==> src/rtl/shift_count_reg.sv <==
// shift_count_reg: WIDTH-bit working register with load, load-x2, increment,
// decrement (single cycle) and shift-left / shift-right / rotate-left by a
// variable amount (one bit per clock), start/busy/done handshake, carry flag
// and combinational parity.
//
// Optional build macro: SHIFT_COUNT_REG_SAT_EN -- when defined, INC and DEC
// saturate at all-ones / zero instead of wrapping.
//
// Ports:
//   clk      system clock, rising edge
//   rst      asynchronous active-high reset
//   data_in  load operand
//   op       operation code, sampled on an accepted start
//   start    request, accepted on a clock edge while busy=0
//   amount   shift/rotate count, sampled on an accepted start
//   data_out register contents
//   busy     high while a multi-cycle shift is in progress
//   done     one-cycle pulse after every accepted operation completes
//   carry    bit lost / wrap indication of the last operation
//   parity   XOR of all data_out bits (combinational)

module shift_count_reg #(
  parameter int unsigned WIDTH = 8,
  parameter int unsigned SHW   = 3
) (
  input  logic             clk,
  input  logic             rst,
  input  logic [WIDTH-1:0] data_in,
  input  logic [2:0]       op,
  input  logic             start,
  input  logic [SHW-1:0]   amount,
  output logic [WIDTH-1:0] data_out,
  output logic             busy,
  output logic             done,
  output logic             carry,
  output logic             parity
);

  localparam logic [0:0] ST_IDLE  = 1'b0;
  localparam logic [0:0] ST_SHIFT = 1'b1;

  localparam logic [2:0] OP_HOLD    = 3'b000;
  localparam logic [2:0] OP_LOAD    = 3'b001;
  localparam logic [2:0] OP_LOAD_X2 = 3'b010;
  localparam logic [2:0] OP_INC     = 3'b011;
  localparam logic [2:0] OP_DEC     = 3'b100;
  localparam logic [2:0] OP_SHL     = 3'b101;
  localparam logic [2:0] OP_SHR     = 3'b110;
  localparam logic [2:0] OP_ROL     = 3'b111;

  logic [0:0]       state_q, state_d;
  logic [SHW-1:0]   cnt_q, cnt_d;
  logic [2:0]       sop_q, sop_d;
  logic [WIDTH-1:0] data_q, data_d;
  logic             carry_q, carry_d;
  logic             done_q, done_d;
  logic             busy_q, busy_d;

  // State and output registers
  always_ff @(posedge clk or posedge rst) begin
    if (rst) begin
      state_q <= ST_IDLE;
      cnt_q   <= '0;
      sop_q   <= OP_HOLD;
      data_q  <= '0;
      carry_q <= 1'b0;
      done_q  <= 1'b0;
      busy_q  <= 1'b0;
    end else begin
      state_q <= state_d;
      cnt_q   <= cnt_d;
      sop_q   <= sop_d;
      data_q  <= data_d;
      carry_q <= carry_d;
      done_q  <= done_d;
      busy_q  <= busy_d;
    end
  end

  // Next-state, datapath and handshake decode
  always_comb begin
    state_d = state_q;
    cnt_d   = cnt_q;
    sop_d   = sop_q;
    data_d  = data_q;
    carry_d = carry_q;
    done_d  = 1'b0;
    busy_d  = 1'b0;

    case (state_q)
      ST_IDLE: begin
        if (start) begin
          done_d = 1'b1;
          case (op)
            OP_HOLD: ;
            OP_LOAD: begin
              data_d  = data_in;
              carry_d = 1'b0;
            end
            OP_LOAD_X2: begin
              data_d  = {data_in[WIDTH-2:0], 1'b0};
              carry_d = data_in[WIDTH-1];
            end
            OP_INC: begin
              carry_d = &data_q;
`ifdef SHIFT_COUNT_REG_SAT_EN
              if (!(&data_q)) data_d = data_q + WIDTH'(1);
`else
              data_d = data_q + WIDTH'(1);
`endif
            end
            OP_DEC: begin
              carry_d = ~|data_q;
`ifdef SHIFT_COUNT_REG_SAT_EN
              if (|data_q) data_d = data_q - WIDTH'(1);
`else
              data_d = data_q - WIDTH'(1);
`endif
            end
            OP_SHL, OP_SHR, OP_ROL: begin
              // A zero count completes immediately as a HOLD
              if (amount != '0) begin
                done_d  = 1'b0;
                state_d = ST_SHIFT;
                cnt_d   = amount;
                sop_d   = op;
              end
            end
          endcase
        end
      end
      ST_SHIFT: begin
        // One bit per edge; carry takes the bit leaving the register
        case (sop_q)
          OP_SHR: begin
            data_d  = {1'b0, data_q[WIDTH-1:1]};
            carry_d = data_q[0];
          end
          OP_ROL: begin
            data_d  = {data_q[WIDTH-2:0], data_q[WIDTH-1]};
            carry_d = data_q[WIDTH-1];
          end
          default: begin
            data_d  = {data_q[WIDTH-2:0], 1'b0};
            carry_d = data_q[WIDTH-1];
          end
        endcase
        cnt_d = cnt_q - SHW'(1);
        if (cnt_q == SHW'(1)) begin
          state_d = ST_IDLE;
          done_d  = 1'b1;
        end
      end
    endcase

    busy_d = (state_d == ST_SHIFT);
  end

  assign data_out = data_q;
  assign busy     = busy_q;
  assign done     = done_q;
  assign carry    = carry_q;
  assign parity   = ^data_q;

endmodule

==> config.mk <==
export PLATFORM = sky130hd
export DESIGN_NAME = shift_count_reg
export DESIGN_NICKNAME = d
export VERILOG_FILES = /design/src/rtl/shift_count_reg.sv
export SDC_FILE = /design/constraint.sdc
export NUM_CORES = 1
export LEC_CHECK = 0
export BUFFER_PORTS_ARGS = -buffer_cell sky130_fd_sc_hd__buf_2
export CELL_PAD_IN_SITES_DETAIL_PLACEMENT = 1
export CELL_PAD_IN_SITES_GLOBAL_PLACEMENT = 2
export CORE_UTILIZATION = 33
export DETAILED_ROUTE_END_ITERATION = 8
export GPL_TIMING_DRIVEN = 0
export PLACE_DENSITY = 0.78
export SLEW_MARGIN = 5
export SYNTH_ARGS = -nofsm -noshare
export SYNTH_HDL_FRONTEND = slang
export SYNTH_SLANG_ARGS = --single-unit
==> constraint.sdc <==
create_clock -name clk -period 2.2 [get_ports clk]
set_input_delay 0.22 -clock clk [delete_from_list [all_inputs] [get_ports clk]]
set_output_delay 0.22 -clock clk [all_outputs]
set_load 0.05 [all_outputs]
==> metrics.txt, run 1 <==
pwr dens=1610 nW/um2; maximum VDD drop=0.00146 V; CTS tree=yes; core region area=4750 um2; critical setup path kind=input port to register; fillcell total=616; clock sinks=17; Avg Cell Area, Syn=8.34 um2; minimum clock period=2.12 ns; CTS Buf Count=3; sequential area share after synthesis=25.8%; Logic pwr share=70.8%; Die Y=72.7 um; Hold Path Class=input port to asynchronous set/reset pin; clk_skew=0.00428 ns; Top FF cell, synth=dfrtp_1; post-CTS setup buffers=0; gr usage total=20.2%; Mapped Area=1650 um2; FF-to-FF Start=busy$_DFF_PP0_; area delta synth->final=19.5%; number of synthesis warnings=0; Worst-Margin Slew=0.700 ns; Setup TNS Final=0 ns; vias=1621; Ports=29; cell taking the most area after synthesis=dfrtp_1; vias per cell=5.46; PortBufs=28; number of global-route vias before repair=1533; Die Span X=72.7 um; Site Rows=25; Synth top area share=25.8%; Worst Reg-to-Reg Cells=5; P_sw=1820 uW; Synth top cells by count=22 x nand2_1, 17 x dfrtp_1, 16 x ha_1, 13 x inv_1, 13 x o21ai_0; Power Internal=1360 uW; WL/cell=17.2 um; reg2reg setup slack=0.16 ns; Sw Share=57.3%; dpl hpwl=4020 um; final net count=265; wire length of the first global-routing pass=8160 um; H-tree depth=1; largest net degree at the start of global routing=18; DRC violations left=0; Fmax=472 MHz; Syn Inst Count=198; final hold violations=0; DP Worst Slack=-0.303 ns; most common cell in the netlist=nand2_1; ys async rst share=100%; maximum fanout along the worst path=10; worst reg2reg path endpoint=data_out[2]$_DFFE_PP0P_; # diodes=0; clk slew on worst S/H paths=0.07 ns; number of synthesized flops with an enable pin=0; status=finished clean; antenna violations before repair=0; initial core utilization=34.7%; Worst EP required=2.34 ns; final slew viol count=0; Clk pwr share=7.6%; clock buffer depth=2; slew margin rel.=53.3%; Worst Setup End Kind=register; Final setup viols=0; Sequential Power Share=21.7%; Synth cell types=51; Detailed Routing Iterations Pass 1=4; Post-DRT Antenna Nets=0; synth top area cells=dfrtp_1 26%, ha_1 12%, nand2_1 5.0%; hold buffer count at CTS=0; number of synthesized register bits=17; DR iter-0 viols=90; Net Count, Synth=232; fraction of layout cells with a size suffix above 1=20.9%; final worst slack=0.0811 ns; crit path DAT=2.26 ns; Leakage=0.000920 uW; Layout Utilization=41.5%; startpoint class of the critical path=input port; Max Cap Viol=0; post-route clock period utilization=96.3%; DRT Wirelength=5100 um; GP Congestion=0.766; clock root cell=clkbuf_8; worst skew pair latency=0.25 ns; gr ovfl total=0; die area=5290 um2
[power groups by stage]
stage	logic, uW	registers (uW)	clock network [uW]
floorplan	1400	955	0
global placement	2190	681	0
detailed placement	2210	691	0
CTS	2220	685	242
global route	2480	716	254
finish	2250	689	242
[sequential cells by signal (all words and copies together) (netlist names)]
name / cells
data_out: 8
cnt_q: 3
sop_q: 3
busy: 1
carry: 1
done: 1
[critical path: stages]
cell	delay (ns)
buf_2	0.13
or3b_1	0.39
buf_6	0.16
inv_8	0.09
ha_1	0.26
a211oi_2	0.32
nor3_1	0.12
mux2i_1	0.29
a21o_1	0.18
nand3_2	0.07
[cell usage in the layout (no fill, tap or decap), types with 6 or more instances in the layout]
master    synthesis  routed
a21oi_1          10      10
buf_2             2      30
dfrtp_1          17      16
o211ai_1          6       6
nor2_1            9       9
ha_1             16      15
a21o_1            7       7
inv_1            13      13
nand2_1          22      22
o21ai_0          13      13
mux2i_1           6       6
[area by class of cell]
type | instances | area [um2] | area share, %
Inverter | 15 | 63.8 | 3.24
Clock inverter | 1 | 5.00 | 0.254
Timing Repair Buffer | 28 | 140 | 7.11
Multi-Input combinational cell | 158 | 1170 | 59.4
Tap cell | 67 | 83.8 | 4.25
Clock buffer | 3 | 41.3 | 2.09
Buffer | 8 | 40.0 | 2.03
Sequential cell | 17 | 427 | 21.6
[what timing repair did]
action                                  4_1_cts  5_1_grt
endpoints found under the setup margin        1        3
pin swaps                                     0        2
gates resized for setup                       1        6
[how the worst max path moves through the flow]
stage                            start                 endpoint  slack [ns]  cells after the start
3_5_place_dp                     op[0]  data_out[7]$_DFFE_PP0P_       -0.30                     10
4_1_cts                          op[0]  data_out[7]$_DFFE_PP0P_        0.06                     10
6_report                         op[0]  data_out[7]$_DFFE_PP0P_        0.08                     10
3_3_place_gp                     op[0]  data_out[7]$_DFFE_PP0P_       -0.24                     10
5_1_grt                          op[0]  data_out[7]$_DFFE_PP0P_       -0.02                     10
2_1_floorplan  data_out[0]$_DFFE_PP0P_                   parity        0.08                      4
[routing by layer]
metal / part of all wire (%) / up-vias / track usage (%)
li1: - / 802 / -
met2: 46 / 31 / 31.4
met5: 0 / - / 0
met4: 1.2 / 0 / 4.36
met1: 50 / 782 / 30.2
met3: 3.2 / 6 / 2.07
[logic make-up after synthesis]
kind of cell / Yosys count / synth area share (%)
compound gates: 64 / 26.4
simple gates: 62 / 19.6
buf+inv: 23 / 6.14
fa+ha+maj: 17 / 13.3
flops: 17 / 25.8
mux: 8 / 5.00
xor+xnor: 7 / 3.72
[metrics by stage]
step                      power (uW)  std cells  hold slack [ns]  cell area [um2]
after detailed placement        2900        293            0.365             1880
after global placement          2870        293            0.376             1880
final                           3180        297           0.0640             1970
after floorplan                 2360        198            0.146             1660
after CTS                       3150        297           0.0948             1930
after global routing            3450        297            0.123             1970
Power figures use the tool's default switching activity.
==> run 2: changes to the inputs <==
==> constraint.sdc (replaced) <==
create_clock -name clk -period 2.2 [get_ports clk]
set_input_delay 0.22 -clock clk [delete_from_list [all_inputs] [get_ports clk]]
set_output_delay 0.22 -clock clk [all_outputs]
set_load 0.01 [all_outputs]
==> run 2 against run 1 <==
  * Count of clock-buffer cells in the layout is 1 higher
  * Clock power shrank 3%
  * Combinational power decreased by 28%
  * Critical path type unchanged
  * Final cell count unchanged
  * Highest routed layer unchanged
==> metrics.txt, run 2 (synthesis gave the netlist of run 1 again) <==
CP Depth=10; die area=5290 um2; worst skew pair latency=0.25 ns; clk_skew=0.000809 ns; DR iter-0 viols=64; post-route clock period utilization=94.7%; initial core utilization=34.7%; clk slew on worst S/H paths=0.06 ns; Final setup viols=0; most frequent cells in the layout=30 x buf_2, 22 x nand2_1, 17 x dfrtp_1; gr ovfl total=0; CP top delay family=compound AO/OA/AOI/OAI gates; final hold violations=0; commonest non-fill, non-tap cell in the layout=buf_2; unrepaired setup endpoints after global routing=no; # diodes=0; Fmax=480 MHz; wire length of the first global-routing pass=8380 um; Worst Setup End Kind=register; final slew viol count=0; startpoint class of the critical path=input port; hold buffer count at CTS=0; maximum fanout along the worst path=10; DRT Wirelength=4880 um; Worst Path Buf+Inv=3; vias per cell=5.34; fraction of layout cells with a size suffix above 1=19.6%; Hold WS=0.0534 ns; slew margin rel.=55.4%; Post-DRT Antenna Nets=0; clock buffer depth=2; CTS Buf Count=3; Worst Reg-to-Reg Cells=6; Worst EP required=2.34 ns; Die Span X=72.7 um; final instance area=1940 um2; cell mode on critical path=a21o_1; Placed Area=1870 um2; Setup TNS Final=0 ns; clock sinks=17; area delta synth->final=17.6%; Total Power=2540 uW; final net count=265; number of global-route vias before repair=1648; Die Y=72.7 um; Worst-Margin Slew=0.669 ns; pwr dens=1310 nW/um2; minimum clock period=2.08 ns; maximum VDD drop=0.000337 V; GP Congestion=0.802; Site Rows=25; CTS tree=yes; Max Cap Viol=0; crit-path cells=buf_2 -> or3b_1 -> buf_6 -> clkinv_4 -> ha_1 -> a21o_1 -> a21o_1 -> a221oi_2 -> a21o_1 -> nand3_2; gr usage total=20.8%; DRC violations left=0; critical path's largest stage delay=0.40 ns; clock root cell=clkbuf_8; number of flip-flops in the largest register=8; post-CTS setup buffers=0; Detailed Routing Iterations Pass 1=4; vias=1587; core region area=4750 um2; H-tree depth=1; crit path DAT=2.22 ns; WL/cell=16.4 um; Hold Path Class=input port to asynchronous set/reset pin; critical setup path kind=input port to register; Leakage=0.000909 uW; Ports=29; PortBufs=28; status=finished clean; dpl hpwl=3920 um; Resized cells post-CTS=0; antenna violations before repair=0; largest net degree at the start of global routing=18; slowest stage cell, crit path=or3b_1; Layout Utilization=40.8%
==> run 2: layout make-up <==
cell class	count	area (um2)
Tap cell	67	83.8
Clock buffer	4	45.0
Multi-Input combinational cell	158	1140
Fill cell	612	2810
Buffer	8	40.0
Inverter	15	61.3
Timing Repair Buffer	28	140
Sequential cell	17	425
==> run 2: final timing paths <==
path / slack (ns) / to / start
worst max register to register: 0.16 / data_out[6]$_DFFE_PP0P_ / data_out[0]$_DFFE_PP0P_
worst min-delay path: 0.05 / carry$_DFFE_PP0P_ / rst
worst min register to register: 0.48 / carry$_DFFE_PP0P_ / carry$_DFFE_PP0P_
min in group clk: 0.19 / cnt_q[2]$_DFFE_PP0P_ / amount[2]
worst max-delay path: 0.12 / data_out[7]$_DFFE_PP0P_ / op[0]
max in group asynchronous: 1.72 / sop_q[1]$_DFFE_PP0P_ / rst
==> run 2: report_power, final <==
group	switching [uW]	total [uW]	internal, uW	leakage [uW]
combinational	926	1630	708	0.000687
clock	106	234	129	0.0000228
sequential	210	674	464	0.000200
total	1240	2540	1300	0.000909
==> run 2: per-stage QoR <==
stage | setup WS (ns) | std cells
3_5_place_dp | -0.190 | 293
2_1_floorplan | 0.148 | 198
6_report | 0.117 | 297
4_1_cts | 0.0702 | 297
5_1_grt | 0.00304 | 297
3_3_place_gp | -0.193 | 293
==> run 2: routing by layer <==
metal  wire length (um)  global-route usage [%]  part of all wire [%]
met4                 64                    6.32                   1.3
met3                159                    1.52                   3.3
met2               2280                    34.4                    47
met1               2370                    28.9                    49
met5                  0                       0                     0
==> run 3: changes to the inputs <==
RECOVER_POWER = 100   (was default)
REMOVE_ABC_BUFFERS = 1   (was default)
==> run 3 against run 2 <==
  * Final area shrank 2.9%
  * Global-route usage shrank 0.37 points
  * Clock power increased by 4%
  * Hold slack got worse by 0.0033 ns
  * Sequential cell count unchanged
  * Sequential share of layout area grew 0.72 points
  * Via count is 0.82% lower
  * Sequential power grew 8.9%
  * First-iteration DRC count decreased by 34%
  * Critical path type unchanged
  * Largest power group unchanged
==> metrics.txt, run 3 (synthesis gave the netlist of run 1 again) <==
clock root cell=clkbuf_8; Worst Path Buf+Inv=2; Fmax=466 MHz; maximum VDD drop=0.000478 V; status=finished clean; WL/cell=17.4 um; clk slew on worst S/H paths=0.07 ns; area delta synth->final=14.2%; fraction of layout cells with a size suffix above 1=14.9%; minimum clock period=2.15 ns; Hold Path Class=input port to asynchronous set/reset pin; DR iter-0 viols=42; number of flip-flops in the largest register=8; maximum fanout along the worst path=15; fillcell total=607; GP Congestion=0.832; DRT Wirelength=5020 um; critical setup path kind=input port to register; initial core utilization=34.7%; PortBufs=28; final slew viol count=0; Max Cap Viol=0; most frequent cells in the layout=22 x nand2_1, 18 x buf_2, 16 x ha_1, 16 x dfrtp_1; Total Power=2520 uW; Multi-input gate area=1140 um2; Post-DRT Antenna Nets=0; antenna violations before repair=0; Setup TNS Final=0 ns; hold buffer count at CTS=0; gr usage total=20.4%; cell mode on critical path=a21o_1; placed cell count=285; Worst-Margin Slew=0.682 ns; crit-path cells=buf_2 -> or3b_4 -> clkinv_4 -> ha_1 -> a21o_1 -> a2111oi_1 -> mux2i_1 -> a21o_1 -> nand3_2; vias=1574; post-CTS setup buffers=0; Detailed Routing Iterations Pass 1=4; pwr dens=1340 nW/um2; unrepaired setup endpoints after global routing=yes; CTS tree=yes; Site Rows=25; Ports=29; crit path DAT=2.35 ns; critical path's largest stage delay=0.51 ns; clk_skew=0.00430 ns; slowest stage cell, crit path=or3b_4; wire length of the first global-routing pass=8180 um; final hold violations=0; non-filler cells in the finished layout=289; Final setup viols=0; Layout Utilization=39.6%; Die Span X=72.7 um; clock buffer depth=2; H-tree depth=1; CTS Buf Count=3; largest net degree at the start of global routing=21; post-route clock period utilization=97.5%; vias per cell=5.45; startpoint class of the critical path=input port; Leakage=0.000859 uW; dpl hpwl=3840 um; core region area=4750 um2; clock sinks=17; slew margin rel.=54.5%; final net count=257; Storage cell area=427 um2; Worst Setup End Kind=register; worst skew pair latency=0.26 ns; # diodes=0; commonest non-fill, non-tap cell in the layout=nand2_1; DRC violations left=0; die area=5290 um2; gr ovfl total=0; Die Y=72.7 um; CP top delay family=compound AO/OA/AOI/OAI gates; Worst EP required=2.40 ns; number of global-route vias before repair=1637
==> run 3: cell type report <==
| class | instances | area share, % |
|---|---|---|
| clock buffers | 3 | 2.19 |
| clock inverters | 1 | 0.266 |
| inverters | 15 | 3.25 |
| multi-input cells | 158 | 60.4 |
| flip-flops and latches | 17 | 22.6 |
| well taps | 67 | 4.45 |
| repair buffers | 28 | 6.77 |
==> run 3: through the flow <==
step	cell area (um2)	hold slack, ns	worst slack, ns
final	1880	0.0501	0.0541
after global routing	1880	0.114	-0.0566
after CTS	1880	0.0855	0.0279
after detailed placement	1830	0.360	-0.368
after global placement	1830	0.352	-0.326
after floorplan	1610	0.146	0.0886
==> run 3: power breakdown <==
part | leakage [uW] | internal [uW] | switching [uW] | total, uW
registers | 0.000199 | 465 | 269 | 734
clock network | 0.0000255 | 126 | 118 | 244
logic | 0.000635 | 664 | 878 | 1540
==> run 3: worst paths after layout <==
path / startpoint / end / slack, ns / cells past startpoint
worst max-delay path: op[0] / data_out[7]$_DFFE_PP0P_ / 0.05 / 9
max in group asynchronous: rst / busy$_DFF_PP0_ / 1.67 / 2
worst min register to register: carry$_DFFE_PP0P_ / carry$_DFFE_PP0P_ / 0.48 / 2
worst min-delay path: rst / carry$_DFFE_PP0P_ / 0.05 / 2
worst max register to register: data_out[0]$_DFFE_PP0P_ / data_out[6]$_DFFE_PP0P_ / 0.18 / 6
min in group clk: amount[2] / cnt_q[2]$_DFFE_PP0P_ / 0.22 / 3
==> run 3: repair_timing <==
action / in CTS / in global routing
gates resized for setup: 1 / 3
setup endpoints to repair: 5 / 4
endpoints found under the hold margin: 0 / 0
==> run 3: metal layers <==
layer	vias to the layer above	routed length, um	GRT usage (%)
li1	779	-	-
met1	770	2400	26.3
met2	21	2490	36.0
met3	4	79	1.80
met4	0	57	6.54
met5	-	0	0
